File: src/rtl/wb_pkg.sv
// Shared types and constants for the register-file writeback queue.
package wb_pkg;

    localparam int unsigned WB_DATA_W = 32;
    localparam int unsigned REG_W     = 5;
    localparam int unsigned NUM_REGS  = 32;

    localparam logic [REG_W-1:0] REG_ZERO = 5'd0;

    typedef struct packed {
        logic [REG_W-1:0]     rd;
        logic [WB_DATA_W-1:0] data;
    } wb_entry_t;

endpackage

File: src/rtl/wb_fwd_match.sv
// Age-ordered forwarding lookup over the queued writebacks for one decode read port.
module wb_fwd_match
    import wb_pkg::*;
#(
    parameter int unsigned DEPTH  = 4,
    parameter int unsigned DATA_W = 32
) (
    input  wb_entry_t [DEPTH-1:0]         entries,
    input  logic [DEPTH-1:0]              valid,
    input  logic [$clog2(DEPTH)-1:0]      rd_ptr,
    input  logic [REG_W-1:0]              addr,
    output logic                          hit,
    output logic [DATA_W-1:0]             data
);

    localparam int unsigned PTR_W = $clog2(DEPTH);

    logic [PTR_W-1:0] idx;

    // Walk oldest to youngest; a later match overrides, so the youngest entry wins.
    always_comb begin
        hit  = 1'b0;
        data = '0;
        idx  = '0;
        for (int unsigned k = 0; k < DEPTH; k++) begin
            idx = rd_ptr + PTR_W'(k);
            if (valid[idx] && (entries[idx].rd == addr) && (addr != REG_ZERO)) begin
                hit  = 1'b1;
                data = DATA_W'(entries[idx].data);
            end
        end
    end

endmodule

File: src/rtl/writeback_queue.sv
// In-order writeback buffer between MEM/WB and the register file, with decode forwarding.
module writeback_queue
    import wb_pkg::*;
#(
    parameter int unsigned DEPTH  = 4,
    parameter int unsigned DATA_W = 32
) (
    input  logic                         clk,
    input  logic                         reset,
    input  logic                         in_valid,
    output logic                         in_ready,
    input  logic [REG_W-1:0]             in_reg,
    input  logic [DATA_W-1:0]            in_data,
    input  logic                         drain_en,
    output logic                         rf_reg_write,
    output logic [REG_W-1:0]             rf_write_reg,
    output logic [DATA_W-1:0]            rf_write_data,
    input  logic [REG_W-1:0]             fwd_reg1,
    input  logic [REG_W-1:0]             fwd_reg2,
    output logic                         fwd_hit1,
    output logic                         fwd_hit2,
    output logic [DATA_W-1:0]            fwd_data1,
    output logic [DATA_W-1:0]            fwd_data2,
    output logic [$clog2(DEPTH+1)-1:0]   count
);

    localparam int unsigned PTR_W = $clog2(DEPTH);
    localparam int unsigned CNT_W = $clog2(DEPTH + 1);

    wb_entry_t [DEPTH-1:0] entries;
    logic [DEPTH-1:0]      valid;
    logic [PTR_W-1:0]      wr_ptr;
    logic [PTR_W-1:0]      rd_ptr;
    logic [CNT_W-1:0]      count_q;

    logic      not_empty;
    logic      accept;
    logic      store;
    logic      pop;
    wb_entry_t head;

    // Ready is a pure function of occupancy; a same-cycle pop never frees a full queue.
    assign not_empty = (count_q != '0);
    assign in_ready  = (count_q != CNT_W'(DEPTH));
    assign accept    = in_valid & in_ready;
    assign store     = accept & (in_reg != REG_ZERO);
    assign pop       = not_empty & drain_en;

    assign head          = entries[rd_ptr];
    assign rf_reg_write  = pop;
    assign rf_write_reg  = not_empty ? head.rd : REG_ZERO;
    assign rf_write_data = not_empty ? DATA_W'(head.data) : '0;
    assign count         = count_q;

    // Pointers, occupancy and per-entry valid bits.
    always_ff @(posedge clk) begin
        if (reset) begin
            wr_ptr  <= '0;
            rd_ptr  <= '0;
            count_q <= '0;
            valid   <= '0;
        end else begin
            if (store) begin
                wr_ptr        <= wr_ptr + PTR_W'(1);
                valid[wr_ptr] <= 1'b1;
            end
            if (pop) begin
                rd_ptr        <= rd_ptr + PTR_W'(1);
                valid[rd_ptr] <= 1'b0;
            end
            count_q <= count_q + CNT_W'(store) - CNT_W'(pop);
        end
    end

    // Payload storage needs no reset; valid bits gate every use of it.
    always_ff @(posedge clk) begin
        if (store) begin
            entries[wr_ptr] <= '{rd: in_reg, data: WB_DATA_W'(in_data)};
        end
    end

    wb_fwd_match #(.DEPTH(DEPTH), .DATA_W(DATA_W)) u_fwd1 (
        .entries (entries),
        .valid   (valid),
        .rd_ptr  (rd_ptr),
        .addr    (fwd_reg1),
        .hit     (fwd_hit1),
        .data    (fwd_data1)
    );

    wb_fwd_match #(.DEPTH(DEPTH), .DATA_W(DATA_W)) u_fwd2 (
        .entries (entries),
        .valid   (valid),
        .rd_ptr  (rd_ptr),
        .addr    (fwd_reg2),
        .hit     (fwd_hit2),
        .data    (fwd_data2)
    );

endmodule

File: config.mk
export PLATFORM = sky130hd
export DESIGN_NAME = writeback_queue
export DESIGN_NICKNAME = d
export VERILOG_FILES = /design/src/rtl/wb_pkg.sv /design/src/rtl/wb_fwd_match.sv /design/src/rtl/writeback_queue.sv
export SDC_FILE = /design/constraint.sdc
export NUM_CORES = 1
export LEC_CHECK = 0
export CAP_MARGIN = 20
export CORE_MARGIN = 3
export CORE_UTILIZATION = 44
export CTS_CLUSTER_SIZE = 16
export DETAILED_ROUTE_END_ITERATION = 8
export DONT_BUFFER_PORTS = 1
export PLACE_DENSITY_LB_ADDON = 0.08
export SKIP_CTS_REPAIR_TIMING = 1
export SLEW_MARGIN = 20
export SYNTH_ARGS = -nofsm -noshare
export SYNTH_HDL_FRONTEND = slang
export SYNTH_SLANG_ARGS = --single-unit
File: constraint.sdc
create_clock -name clk -period 4.7 [get_ports clk]
set_clock_uncertainty 0.2 [all_clocks]
set_input_delay 0.705 -clock clk [delete_from_list [all_inputs] [get_ports clk]]
set_output_delay 0.705 -clock clk [all_outputs]
set_load 0.03 [all_outputs]
# ---- Word level (Yosys, flattened, before mapping)
# Cells that the tools add are included.
dict set report totals {
  regBits 159
  latch_bits 0
  ramBits 0
  romBits 0
  in_bits 51
  out_inout_bits 108
  wordCells 106
  n_memories 0
}
dict set report classes {
  add_sub_neg 6
  n_mul 0
  div_mod_pow 0
  n_lt_le_gt_ge 7
  n_eq_ne 9
  shift 0
  muxes 44
  n_bitwise 6
  n_reduce_logical 22
}
# op count
set ops {}
lappend ops {{$bmux 37 s2} 4}
lappend ops {{$mux 32} 9}
lappend ops {{$mux 37} 5}
lappend ops {{$bwmux 148} 1}
lappend ops {{$demux 37 s2} 1}
lappend ops {{$eq 5x5->1} 8}
lappend ops {{$logic_and 1x1->1} 18}
lappend ops {{$lt 2x3->1 const B} 5}
lappend ops {{$reduce_bool 5->1} 3}
lappend ops {{$mux 1} 14}
lappend ops {{$mux 4} 3}
lappend ops {{$bmux 1 s2} 4}
lappend ops {{$mux 5} 1}
lappend ops {{$add 2x1->2 const B} 2}
lappend ops {{$add 2x2->2 const B} 2}
lappend ops {{$and 4x4->4} 1}
lappend ops {{$demux 1 s2} 2}
lappend ops {{$ge 2x1->1 const B} 2}
lappend ops {{$not 4->4} 1}
lappend ops {{$or 4x4->4} 1}
lappend ops {{$add 3x1->3} 1}
lappend ops {{$and 1x1->1} 3}
lappend ops {{$ne 3x3->1 const B} 1}
lappend ops {{$reduce_bool 3->1} 1}
lappend ops {{$sub 3x1->3} 1}

# ---- Depth between registers and ports, before layout
# Gate-level depths: netlist of the first run.
dict set report logic_depth {
  word_depth 9
  mapped_depth 17
  mapped_depth_nobuf 11
}

# ---- Cells and area by module
# A second synthesis of the first run with hierarchy kept.
dict set report hier_totals {
  cells_unflattened 1610
  area_unflattened_um2 17006.3
}
# module n_inst cells_per_inst area_per_inst_um2 seq_area_each_um2
set by_module_without_submodules {}
lappend by_module_without_submodules {wb_fwd_match 2 654 5387.7 0.0}
lappend by_module_without_submodules {writeback_queue 1 302 6231.0 4664.5}

# ---- Worst setup path after synthesis of the first run
# No wires, ideal clock.
dict set report synth_timing {
  path_kind {reg2out}
  startpoint {reg rd_ptr[0]}
  endpoint {out fwd_data1[1]}
  t_arrival_ps 4471
  required_ps 3795
  setup_slack_ps -676
  path_stages_with_launch 15
  n_path_buf 6
  path_cell_list {dfxtp_1 > buf_6 > buf_12 > buf_4 > buf_1 > buf_2 > inv_1 > ha_1 > buf_2 > mux4_2 > xor2_1 > a211o_1 > or2_1 > o221a_2 > o31ai_1}
}
dict set report synth_between {
  word_cells_on_any_way 35
  classes_between {3 x add/sub; 4 x eq/ne; 20 x mux; 8 x reduce/logical}
}
# element line
set synth_rtl {}
lappend synth_rtl {{start, declared} writeback_queue.sv:33} ;# logic [PTR_W-1:0] rd_ptr;
lappend synth_rtl {{start signal, assigned} writeback_queue.sv:68} ;# rd_ptr <= rd_ptr + PTR_W'(1);
lappend synth_rtl {{$add 2x2->2 (*)} wb_fwd_match.sv:26} ;# idx = rd_ptr + PTR_W'(k);
lappend synth_rtl {{net u_fwd1.idx[0]} wb_fwd_match.sv:18} ;# logic [PTR_W-1:0] idx;
lappend synth_rtl {{$bmux 37 s2} {wb_fwd_match.sv:27, wb_fwd_match.sv:29}}
lappend synth_rtl {{$mux 37 (implied by the code)} wb_fwd_match.sv:27} ;# if (valid[idx] && (entries[idx].rd == addr) && (addr != REG_ZERO)) begin
lappend synth_rtl {{$eq 5x5->1} wb_fwd_match.sv:27}
lappend synth_rtl {{$logic_and 1x1->1 (2 in series)} wb_fwd_match.sv:27}
lappend synth_rtl {{$mux 32 (*)} wb_fwd_match.sv:27}
lappend synth_rtl {{end, declared} writeback_queue.sv:22} ;# output logic [DATA_W-1:0] fwd_data1,
# Mark *: on every way through the listed nets, which the timed path passes. The rest lies on a longest branch. The select of a mux whose other input is x is not followed.

# ---- Worst setup path after layout of the first run
dict set report layout_timing {
  startpoint {reg rd_ptr[0]}
  endpoint {out fwd_data1[30]}
}
# The elaborated chain is that of the path after synthesis.

==> results of run 1 <==
==> critical path, delay by kind of cell (launching register included) <==
kind / cells / cell delay, ps
DFF: 1 / 430
AOI/OAI and AO/OA: 4 / 1240
buffers and inverters: 3 / 470
adders and majority gates: 1 / 360
and+or+nand+nor: 1 / 280
muxes: 1 / 570
==> flip-flops by register name, summed over array words and instances, names as in the netlist <==
register / flops
valid: 4
count: 3
rd_ptr: 2
entries: 148
wr_ptr: 2
==> power by group through the flow <==
stage / registers (mW) / logic [mW] / clock network, mW
detailed placement: 1.88 / 3.85 / 0
finish: 1.86 / 3.95 / 1.58
global placement: 1.88 / 3.83 / 0
global route: 1.88 / 4.23 / 1.68
floorplan: 1.85 / 3.08 / 0
CTS: 1.85 / 3.87 / 1.61
==> cells in the final DEF (no fill, tap or decap), drive strengths merged, types with 11 or more instances in the layout <==
master	synthesis	final
buf	48	124
nor2	59	59
mux4	79	79
xnor2	31	31
nand2	95	95
o221ai	30	30
dfxtp	11	11
mux2i	162	162
nand3	31	31
a21oi	16	16
o31ai	30	30
xor2	11	11
nor2b	36	36
edfxtp	148	148
a311oi	28	28
clkbuf	53	20
inv	13	15
nor3	42	42
mux2	13	13
==> layer usage <==
metal	part of all wire (%)	track usage, %	vias up
met5	0	0	-
met4	2.3	6.79	0
met3	6.6	4.87	49
met2	48	40.3	347
met1	43	33.7	4497
li1	-	-	4023
==> final timing paths <==
check,startpoint,endpoint,slack [ps]
max,rd_ptr[0],fwd_data1[30],20
max reg2reg,count[0],entries[104],1460
min,reset,rd_ptr[0],130
min reg2reg,valid[0],valid[0],300
==> Yosys cell counts, types with 3 or more instances <==
cell / number
inv_1: 12
a21oi_1: 16
mux2_2: 13
a311oi_1: 28
nor4_1: 3
nand4_1: 6
a22o_1: 3
o21ai_0: 3
mux2i_1: 162
o211ai_1: 3
nand2_1: 95
xor2_1: 11
dfxtp_1: 11
mux4_2: 79
nor2_1: 59
o31ai_1: 30
nor3_1: 42
a311o_1: 3
and2_1: 7
o221ai_2: 11
buf_6: 7
buf_1: 18
edfxtp_1: 148
or2_1: 3
xnor2_1: 31
nand3_1: 31
o21a_1: 4
a211o_1: 3
clkbuf_1: 53
ha_1: 10
buf_2: 20
nor2b_1: 36
o221ai_1: 19
==> cell families (layout without fill, tap and decap cells) <==
group / after synthesis / after routing / synth area share, %
AO/OA/AOI/OAI: 134 / 134 / 9.63
AND/OR/NAND/NOR: 294 / 294 / 11.9
buffers and inverters: 114 / 169 / 4.55
XOR/XNOR: 42 / 42 / 3.12
multiplexers: 254 / 254 / 30.1
adder cells (fa/ha/maj): 11 / 11 / 1.23
flip-flops: 159 / 159 / 39.5
==> through the flow <==
step / hold WS [ps] / std cells / setup TNS [ps] / total power, mW
global placement: 274 / 1359 / 0 / 5.71
floorplan: 262 / 1008 / 0 / 4.93
global route: 114 / 1398 / -665 / 7.79
detailed placement: 287 / 1359 / 0 / 5.73
CTS: 110 / 1390 / 0 / 7.33
finish: 133 / 1398 / 0 / 7.39
==> cell type report <==
class / instances / area, sq um
tap: 335 / 419
fill: 2235 / 12300
clock inverter: 12 / 233
timing repair buffer: 125 / 1090
multi-input combinational: 735 / 7010
inverter: 13 / 48.8
sequential: 159 / 4670
clock buffer: 19 / 433
==> metrics, run 1 <==
fmax=214 MHz; count of input and output buffers=0; fraction of registers with async set/reset=0%; register area share after synthesis=39.5%; Yosys reg bits=159; layout cells sized above 1=32.0%; Overall Global Routing Usage=24.6%; Critical Path End Type=output port; DR iter-0 viols=854; worst endpoint data arrival time=3770 ps; HPWL after detailed placement=between 20 and 25 mm; Vias=~8900; Synth cell types=55; setup ws final=24.9 ps; Slew HR=40.6%; GRT overflow=0; H-tree depth=4; Initial Utilization=45.0%; TritonRoute pass-1 iters=6; Internal=4.30 mW; Slew Limit Fails=0; MaxCap Viol Count=0; routed len/inst=25.6 um; Final Cycle Share=between 90% and 100%; Crit Path Max Fanout=14; number of synthesized flops with an enable pin=148; worst vdd ir=0.313 mV; Final Critical Period=~4700 ps; CTS tree=built; Worst path max stage delay=between 500 and 600 ps; worst-case reg-to-reg path depth=6; first-pass GRT wire length=53.8 mm; Sw Ratio=41.8%; Design Area, Final=13900 sq um; top cells by area, synth=edfxtp_1 38%, mux4_2 15%, mux2i_1 14%, nand2_1 3.0%, xnor2_1 2.3%; cts bufs inserted=17; Synth Cell Area=11800 sq um; die area=between 20000 and 30000 sq um; Die Y=170 um; DRT Wirelength=35.8 mm; crit start category=register; leakage power total=around 4.8 nW; YS warnings=0; Cell Rows=59; pin count of the biggest net entering global routing=between 70 and 80; CP Cell Sequence=inv_1 -> ha_4 -> mux4_2 -> a211o_1 -> a211o_1 -> or2_1 -> buf_4 -> a311o_1 -> a22o_1 -> buf_12; hold depth=1; RSZ-0062 raised after global routing=true; critical path class=register to output port; Chip Width=roughly 170 um; syn nets=1070; # diodes=0; Net count, final=1113; combinational share of power=between 50 and 60%; fin util=53.0%; drc violations=0; area grow syn2layout=17.8%; CP Data Required Time=3800 ps; Most used DFF post-synth=edfxtp_1; Yosys top cell area share=around 38%; total core area=~26000 sq um; pwr dens=532 nW/um^2; clk slew on worst S/H paths=70 ps; Reg power frac=25.2%; Post-Place Cell Area=between 10000 and 15000 sq um; Worst-Skew Late Latency=~430 ps; antenna viol nets, final=0; Placer Congestion=0.837; Clock power frac=between 20% and 30%; Via density=6.38; Cells after Synth=1008; root buffer cell=clkbuf_16; CTS Sinks=between 150 and 200; Avg Inst Size Synth=11.7 sq um; number of global-route vias before repair=8785; cell repeated most along the worst path=a211o_1; Hold Crit Class=primary input to register; post-synth top area cell=edfxtp_1; pre-CTS setup slack=slightly below 500 ps; slowest CP cell=mux4_2; initial antenna violation count=0; outcome=complete, no violations; Net Sw Power=3.09 mW; final hold viol count=0; Worst Tran Pin Value=approximately 900 ps; I/O pins=approximately 160; endpoints failing setup=0; CTS Buffer Depth=2
Power figures use the tool's default switching activity.
==> run 2, diff against run 1 <==
--- a/config.mk
+++ b/config.mk
@@ -6,11 +6,15 @@
 export NUM_CORES = 1
 export LEC_CHECK = 0
 export CAP_MARGIN = 20
+export CELL_PAD_IN_SITES_DETAIL_PLACEMENT = 0
+export CELL_PAD_IN_SITES_GLOBAL_PLACEMENT = 1
+export CORE_ASPECT_RATIO = 1.2
 export CORE_MARGIN = 3
 export CORE_UTILIZATION = 44
 export CTS_CLUSTER_SIZE = 16
 export DETAILED_ROUTE_END_ITERATION = 8
 export DONT_BUFFER_PORTS = 1
+export GPL_ROUTABILITY_DRIVEN = 0
 export PLACE_DENSITY_LB_ADDON = 0.08
 export SKIP_CTS_REPAIR_TIMING = 1
 export SLEW_MARGIN = 20
==> run 2 against run 1 <==
Hold slack got worse by 8.6 ps. First-iteration DRC count decreased by 27%. Global-route usage up 0.56 points. Die area about the same. Critical path type unchanged.
==> metrics, run 2 (synthesis gave the netlist of run 1 again) <==
root buffer cell=clkbuf_16; Vias=around 9000; Fill cells=2282; Crit Path Max Fanout=19; count of input and output buffers=0; I/O pins=between 150 and 200; outcome=complete, no violations; Worst path max stage delay=570 ps; Worst-Skew Late Latency=~430 ps; WHS=124 ps; Critical Path End Type=output port; r2r setup slk=1500 ps; Die Y=185 um; CTS Buffer Depth=2; placed insts=1353; critical path class=register to output port; Setup crit end=fwd_data1[31]; worst vdd ir=0.512 mV; TritonRoute pass-1 iters=5; total core area=26400 sq um; number of global-route vias before repair=9318; area grow syn2layout=17.7%; Reg power frac=25.4%; max reg flops=148; drc violations=0; CP Data Required Time=3800 ps; most frequent cells in the layout=161 x mux2i_1, 148 x edfxtp_1, 97 x buf_4; MaxCap Viol Count=0; initial antenna violation count=0; Worst Tran Pin Value=809 ps; combinational share of power=54.1%; worst endpoint data arrival time=3690 ps; worst-case reg-to-reg path depth=6; Slew HR=46.0%; CTS Sinks=159; Final Critical Period=4600 ps; RSZ-0062 raised after global routing=false; pin count of the biggest net entering global routing=94; Slew Limit Fails=0; cts bufs inserted=17; Initial Utilization=roughly 45%; # diodes=0; Final Cycle Share=97.8%; Sw Ratio=42.4%; pre-CTS setup slack=336 ps; Hold Crit Class=primary input to register; GRT overflow=0; Post-Layout Cell Count=1393; Reg2Reg Launch Point=count[1]; layout cells sized above 1=31.1%; CP Cell Sequence=inv_1 -> ha_4 -> mux4_2 -> a211o_1 -> a211o_1 -> buf_6 -> buf_6 -> nor3_1 -> a311oi_1 -> o31ai_2 -> buf_4; Via density=6.54; fmax=218 MHz; slowest CP cell=mux4_2; HPWL after detailed placement=24.6 mm; pwr dens=528 nW/um^2; fin util=52.7%; Overall Global Routing Usage=25.2%; largest register by flop count=entries; CTS tree=built; Clock power frac=approximately 21%; Net count, final=between 1000 and 1500; H-tree depth=4; Chip Width=156 um; Hold Crit Start=reset; DRT Wirelength=between 30 and 40 mm; endpoints failing setup=0; routed len/inst=between 20 and 30 um; reg2reg end=entries[130]; Crit. path cell count=11; die area=28800 sq um; top cell family by delay on the critical path=compound AO/OA/AOI/OAI gates; crit path from=rd_ptr[0]; leakage power total=4.75 nW; crit start category=register; Internal=4.23 mW; antenna viol nets, final=0; setup ws final=102 ps; Cell Rows=65; final hold viol count=0; commonest non-fill, non-tap cell in the layout=mux2i_1; Net Sw Power=3.11 mW; first-pass GRT wire length=55.6 mm; clk slew on worst S/H paths=around 60 ps; DR iter-0 viols=621; worst path buffer plus inverter count=4
-- run 2: metal layers --
layer	global-route usage (%)	part of all wire (%)
met5	0	0
met4	7.25	1.9
met3	4.88	7.3
met2	43.7	51
met1	32.2	40
-- run 2: through the flow --
stage / setup TNS, ps / power, mW / cell area (sq um)
after global routing: 0 / 7.71 / 13900
after floorplan: 0 / 4.93 / 12100
after detailed placement: 0 / 5.78 / 13100
after global placement: 0 / 5.68 / 13100
after CTS: -3600 / 7.29 / 13700
final: 0 / 7.34 / 13900
-- run 2: worst min path at each step --
stage	to	slack, ps	cells after the start
3_5_place_dp	valid[0]	290	1
2_1_floorplan	valid[0]	260	1
5_1_grt	rd_ptr[0]	110	1
6_report	rd_ptr[1]	120	1
3_3_place_gp	valid[2]	270	1
4_1_cts	rd_ptr[1]	110	1
-- run 2: final cells by class --
cell class	instances	area, sq um	share of cell area [%]
multi-input cells	735	6980	50.2
flip-flops and latches	159	4670	33.6
repair buffers	119	1130	8.15
clock buffers	17	425	3.06
well taps	335	419	3.02
clock inverters	15	218	1.57
inverters	13	48.8	0.351
-- run 2: worst register-to-register path, stage by stage (launching register included) --
cell	delay [ps]
dfxtp_1	610
nor2_1	80
nand2_1	270
nand2_1	100
a21oi_1	420
and2_2	720
buf_4	470
-- run 2: power by group through the flow --
stage | registers [mW] | logic [mW] | clock network [mW]
after floorplan | 1.85 | 3.08 | 0
after global placement | 1.87 | 3.82 | 0
after CTS | 1.86 | 3.91 | 1.53
after detailed placement | 1.89 | 3.90 | 0
after global routing | 1.88 | 4.23 | 1.59
final | 1.86 | 3.97 | 1.51
